<file path="src/rtl/instr_sequencer.sv">
// Program sequencer: buffers a short program, then issues it (reps+1 times) over valid/ready.
// Optional SEQ_SKIP_ZERO_EN macro turns the SKIPZ word into a sequencer-only conditional skip.
module instr_sequencer #(
  parameter int DEPTH = 8,
  parameter int IW    = 16
) (
  input  logic                     clk,
  input  logic                     rst,
  input  logic                     clear,
  input  logic                     load_valid,
  input  logic [IW-1:0]            load_data,
  output logic                     load_ready,
  input  logic                     start,
  input  logic [3:0]               reps,
  input  logic                     abort,
  output logic                     issue_valid,
  output logic [IW-1:0]            issue_inst,
  input  logic                     issue_ready,
  input  logic [7:0]               res_data,
  input  logic                     res_zero,
  output logic [7:0]               last_result,
  output logic                     last_zero,
  output logic [$clog2(DEPTH)-1:0] pc,
  output logic                     busy,
  output logic                     done
);
  localparam int PW = $clog2(DEPTH);
  localparam int CW = PW + 1;
  localparam logic [CW-1:0] DEPTH_C = CW'(DEPTH);

  typedef enum logic [1:0] {IDLE = 2'd0, RUN = 2'd1, DONE = 2'd2} state_t;

  state_t          state_q, state_d;
  logic [CW-1:0]   count_q, count_d;
  logic [PW-1:0]   pc_q, pc_d;
  logic [3:0]      reps_left_q, reps_left_d;
  logic [7:0]      last_result_q, last_result_d;
  logic            last_zero_q, last_zero_d;
  logic [IW-1:0]   prog_q [DEPTH];
  logic            wr_en_s;
  logic [IW-1:0]   cur_inst_s;
  logic            skip_s;
  logic            hs_s;
  logic [PW+1:0]   nxt_s;

  assign cur_inst_s = prog_q[pc_q];

`ifdef SEQ_SKIP_ZERO_EN
  function automatic logic is_skipz(input logic [IW-1:0] inst);
    return (inst[1:0] == 2'b00) && (inst[5:2] == 4'b1111);
  endfunction
  assign skip_s = (state_q == RUN) && is_skipz(cur_inst_s);
`else
  assign skip_s = 1'b0;
`endif

  assign issue_valid = (state_q == RUN) && !skip_s;
  assign issue_inst  = issue_valid ? cur_inst_s : {IW{1'b0}};
  assign load_ready  = (state_q == IDLE) && (count_q < DEPTH_C);
  assign busy        = (state_q != IDLE);
  assign done        = (state_q == DONE);
  assign pc          = pc_q;
  assign last_result = last_result_q;
  assign last_zero   = last_zero_q;
  assign hs_s        = issue_valid && issue_ready;

  // Next-state, buffer write enable and result capture.
  always_comb begin
    state_d       = state_q;
    count_d       = count_q;
    pc_d          = pc_q;
    reps_left_d   = reps_left_q;
    last_result_d = last_result_q;
    last_zero_d   = last_zero_q;
    wr_en_s       = 1'b0;
    nxt_s         = {2'b00, pc_q} + ((skip_s && last_zero_q) ? (PW+2)'(2) : (PW+2)'(1));
    case (state_q)
      IDLE: begin
        if (start && (count_q != {CW{1'b0}})) begin
          state_d     = RUN;
          pc_d        = {PW{1'b0}};
          reps_left_d = reps;
        end else if (clear) begin
          count_d = {CW{1'b0}};
        end else if (load_valid && (count_q < DEPTH_C)) begin
          wr_en_s = 1'b1;
          count_d = count_q + CW'(1);
        end else begin
          count_d = count_q;
        end
      end
      RUN: begin
        if (hs_s) begin
          last_result_d = res_data;
          last_zero_d   = res_zero;
        end else begin
          last_result_d = last_result_q;
        end
        // A skipped word advances without a handshake; abort freezes pc.
        if (abort) begin
          state_d = IDLE;
        end else if (hs_s || skip_s) begin
          if (nxt_s >= {1'b0, count_q}) begin
            if (reps_left_q == 4'd0) begin
              state_d = DONE;
            end else begin
              reps_left_d = reps_left_q - 4'd1;
              pc_d        = {PW{1'b0}};
            end
          end else begin
            pc_d = nxt_s[PW-1:0];
          end
        end else begin
          pc_d = pc_q;
        end
      end
      DONE: state_d = IDLE;
      default: state_d = IDLE;
    endcase
  end

  // Control and status registers.
  always_ff @(posedge clk or posedge rst) begin
    if (rst) begin
      state_q       <= IDLE;
      count_q       <= {CW{1'b0}};
      pc_q          <= {PW{1'b0}};
      reps_left_q   <= 4'd0;
      last_result_q <= 8'h00;
      last_zero_q   <= 1'b0;
    end else begin
      state_q       <= state_d;
      count_q       <= count_d;
      pc_q          <= pc_d;
      reps_left_q   <= reps_left_d;
      last_result_q <= last_result_d;
      last_zero_q   <= last_zero_d;
    end
  end

  // Program storage, intentionally not reset.
  always_ff @(posedge clk) begin
    if (wr_en_s) begin
      prog_q[count_q[PW-1:0]] <= load_data;
    end
  end
endmodule

</file>
<file path="config.mk">
export PLATFORM = sky130hd
export DESIGN_NAME = instr_sequencer
export DESIGN_NICKNAME = d
export VERILOG_FILES = /design/src/rtl/instr_sequencer.sv
export SDC_FILE = /design/constraint.sdc
export NUM_CORES = 1
export LEC_CHECK = 0
export ABC_AREA = 1
export CAP_MARGIN = 20
export CORE_MARGIN = 2
export CORE_UTILIZATION = 56
export CTS_CLUSTER_DIAMETER = 30
export DETAILED_ROUTE_END_ITERATION = 16
export HOLD_SLACK_MARGIN = 0.1
export PLACE_DENSITY = 0.83
export SLEW_MARGIN = 20
export SYNTH_ARGS = -nofsm -noshare
export SYNTH_HDL_FRONTEND = slang
export SYNTH_SLANG_ARGS = --single-unit
</file>
<file path="constraint.sdc">
create_clock -name clk -period 2.44 [get_ports clk]
set_input_delay 0.366 -clock clk [delete_from_list [all_inputs] [get_ports clk]]
set_output_delay 0.366 -clock clk [all_outputs]
set_load 0.02 [all_outputs]
</file>
==> results of run 1 <==
==> cells by family after synthesis <==
kind of cell,after synthesis,share of synthesized area (%)
buf+inv,51,4.07
flops,150,69.1
compound gates,106,9.49
fa+ha+maj,8,1.57
xor+xnor,1,0.138
simple gates,243,15.6
==> synthesized netlist by cell type, types with 2 or more instances <==
library cell	n
nor2_4	2
nand3_1	12
o211ai_1	16
dfrtp_1	22
nand2_1	88
buf_4	4
inv_2	3
o22ai_1	17
buf_6	5
edfxtp_1	128
buf_1	2
o21ai_0	50
buf_2	8
a21oi_1	2
o21ai_1	20
clkbuf_1	4
nand4_1	4
ha_1	8
nor2_1	131
clkbuf_2	4
inv_1	21
==> power breakdown <==
part | leakage (µW) | internal [µW] | total (µW) | switching (µW)
Sequential | 0.00144 | 3060 | 3190 | 132
Combinational | 0.00131 | 691 | 1870 | 1180
Clock | 0.000266 | 1410 | 2350 | 941
Total | 0.00301 | 5160 | 7410 | 2250
==> worst max-delay path, stage by stage (launching register included) <==
cell	delay, ns
dfrtp_2	0.46
inv_4	0.12
buf_4	0.19
nor2_1	0.06
o22ai_1	0.24
nor2_1	0.08
nor2_1	0.16
clkdlybuf4s15_2	0.29
==> layout by cell type (no fill, tap or decap), types with 2 or more instances in the layout <==
master	n
a21oi_1	2
buf_12	3
buf_4	21
buf_6	3
clkbuf_1	3
clkbuf_16	17
clkbuf_2	5
clkdlybuf4s15_1	3
clkdlybuf4s50_1	51
clkinv_2	8
clkinvlp_4	2
dfrtp_1	21
dlygate4sd2_1	7
edfxtp_1	128
ha_1	8
inv_1	21
inv_2	2
nand2_1	88
nand3_1	12
nand4_1	4
nor2_1	131
nor2_4	2
o211ai_1	16
o21ai_0	50
o21ai_1	20
o22ai_1	17
==> registers in the layout, indices dropped and copies added (netlist names) <==
register / count
count_q: 4
last_result: 8
last_zero: 1
pc: 3
prog_q: 128
reps_left_q: 4
state_q: 2
==> metal layers <==
layer	vias to the layer above	routed length, µm	track usage, %
li1	2117	-	-
met1	2188	5700	30.3
met2	207	7260	41.1
met3	20	1080	4.99
met4	0	280	10.9
met5	-	0	0
==> through the flow <==
step	instances	total power, µW
after floorplan	559	4370
after global placement	766	5060
after detailed placement	766	5130
after CTS	798	7450
after global routing	798	7780
final	798	7410
==> area by class of cell <==
type	instances	area [µm²]	area share, %
tap	140	175	2.25
sequential	150	4400	56.4
timing repair buffer	94	890	11.4
clock buffer	21	450	5.78
inverter	24	92.6	1.19
multi-input combinational	358	1700	21.9
clock inverter	11	85.1	1.09
==> path summary, 6_finish.rpt <==
kind	start	to	slack (ns)	cells after the start
worst max-delay path	pc[0]$_DFFE_PP0P_	issue_inst[6]	0.07	7
worst min-delay path	rst	reps_left_q[3]$_DFFE_PP0P_	0.24	2
worst max register to register	pc[0]$_DFFE_PP0P_	pc[0]$_DFFE_PP0P_	0.27	12
worst min register to register	last_result[0]$_DFFE_PP0P_	last_result[0]$_DFFE_PP0P_	0.48	2
max in group asynchronous	rst	count_q[2]$_DFFE_PP0P_	1.69	3
min in group clk	last_result[0]$_DFFE_PP0P_	last_result[0]$_DFFE_PP0P_	0.48	2
==> timing repair <==
item | 4_1_cts | 5_1_grt
cloned | 0 | 0
gates resized for setup | 20 | 15
endpoints found under the setup margin | 16 | 11
==> summary.md, run 1 <==
| Metric | Value |
|---|---|
| Clock sink count | 150 |
| Top cell type's share of synthesized area | a little over 60% |
| Ant. Diodes | 0 |
| Power Dens Cells | 951 mW/mm² |
| Post-DR vias/cell | 5.68 |
| Initial Utilization | 58.1% |
| Num rows | 38 |
| Final WL | 14300 µm |
| CTS root buf | clkbuf_16 |
| Arrival time worst endpoint | 2.00 ns |
| Rel. slew slack | between 70% and 80% |
| Pre-CTS WS | 0.181 ns |
| Syn_area_per_cell | 11.4 µm² |
| PnR worst setup slack | 0.0695 ns |
| Routed Antenna Nets | 0 |
| Clock buffer depth | 2 |
| Die width | roughly 110 µm |
| # hold bufs at CTS | 0 |
| Setup CP Type | flop to output port |
| Initial antenna violation count | 0 |
| HP Class | input pin to async pin |
| Proportion of layout cells with a drive suffix above 1 | between 10% and 20% |
| Setup violations, final | 0 |
| Fin crit share | 97.2% |
| Via count | approximately 4500 |
| Distinct cells, synth | 29 |
| Initial drt markers | 351 |
| Crit end category | output port |
| Synth Net Count | ~600 |
| # nets final | 689 |
| Async SR Flop Fraction | 14.7% |
| Area Overhead vs Synth | 22.6% |
| Filler cells | 765 |
| Critical Path Fanout Max | 10 |
| Remaining global-route overflow | 0 |
| GRT Overall Usage | 24.3% |
| TritonCTS clock tree | yes |
| Die Y | 111 µm |
| Outcome | completed |
| Max_cap viols | 0 |
| H-tree depth | 4 |
| Mapped Cells | 559 |
| Synth top area cells | edfxtp_1, dfrtp_1, nor2_1 |
| DP HPWL | 8500 µm |
| GP Congestion | ~0.83 |
| WP data required | 2.07 ns |
| Setup TNS | 0 ns |
| LEAKAGE | 0.00301 µW |
| EDFF count, synth | 128 |
| Worst VDD drop | 0.604 mV |
| Die ar. | 0.0122 mm² |
| Placed Area | 0.00727 mm² |
| Skew-Pair Late Insertion Delay | just over 0.4 ns |
| First-pass GRT wire length | 23000 µm |
| Clk_skew | 0.00524 ns |
| Worst hold margin | 0.244 ns |
| Fin util | between 70% and 80% |
| TritonRoute pass-1 iters | 5 |
| Number of global-route vias before repair | around 4600 |
| Fmax | 422 MHz |
| Unrepaired setup endpoints after global routing | no |
| Post-route DRC | 0 |
| I/O pin cnt | 68 |
| Pins Over Slew Limit | 0 |
| Final Hold Violating Endpoints | 0 |
| Synthesized cell area | 0.00636 mm² |
| Post-CTS Setup Inserts | 0 |
| Port bufs | 67 |
| Ys Warns | 0 |
| WL per Instance | 18.0 µm |
| Reg clk slew, reported paths | 0.06 ns |
| Yosys reg bits | 150 |
| Pin count of the biggest net entering global routing | 37 |
| Largest area contributor in the netlist | edfxtp_1 |
| Cts bufs inserted | 17 |
| Main synth FF type | edfxtp_1 |
| Final instance area | approximately 0.008 mm² |
| Post-layout min period | 2.37 ns |
| Tightest Pin Transition | 0.408 ns |
| Core area | approximately 0.011 mm² |
| Critical path startpoint category | flop |
| Post-synthesis sequential area ratio | 69.1% |
No activity file was read; power rests on OpenSTA's default activity.
==> run 2: changes to the inputs <==
--- a/config.mk
+++ b/config.mk
@@ -11,6 +11,7 @@
 export CORE_UTILIZATION = 56
 export CTS_CLUSTER_DIAMETER = 30
 export DETAILED_ROUTE_END_ITERATION = 16
+export GPL_TIMING_DRIVEN = 1
 export HOLD_SLACK_MARGIN = 0.1
 export PLACE_DENSITY = 0.83
 export SLEW_MARGIN = 20
==> results of run 2 <==
No change in the layout: final DEF, timing and power equal those of run 1.
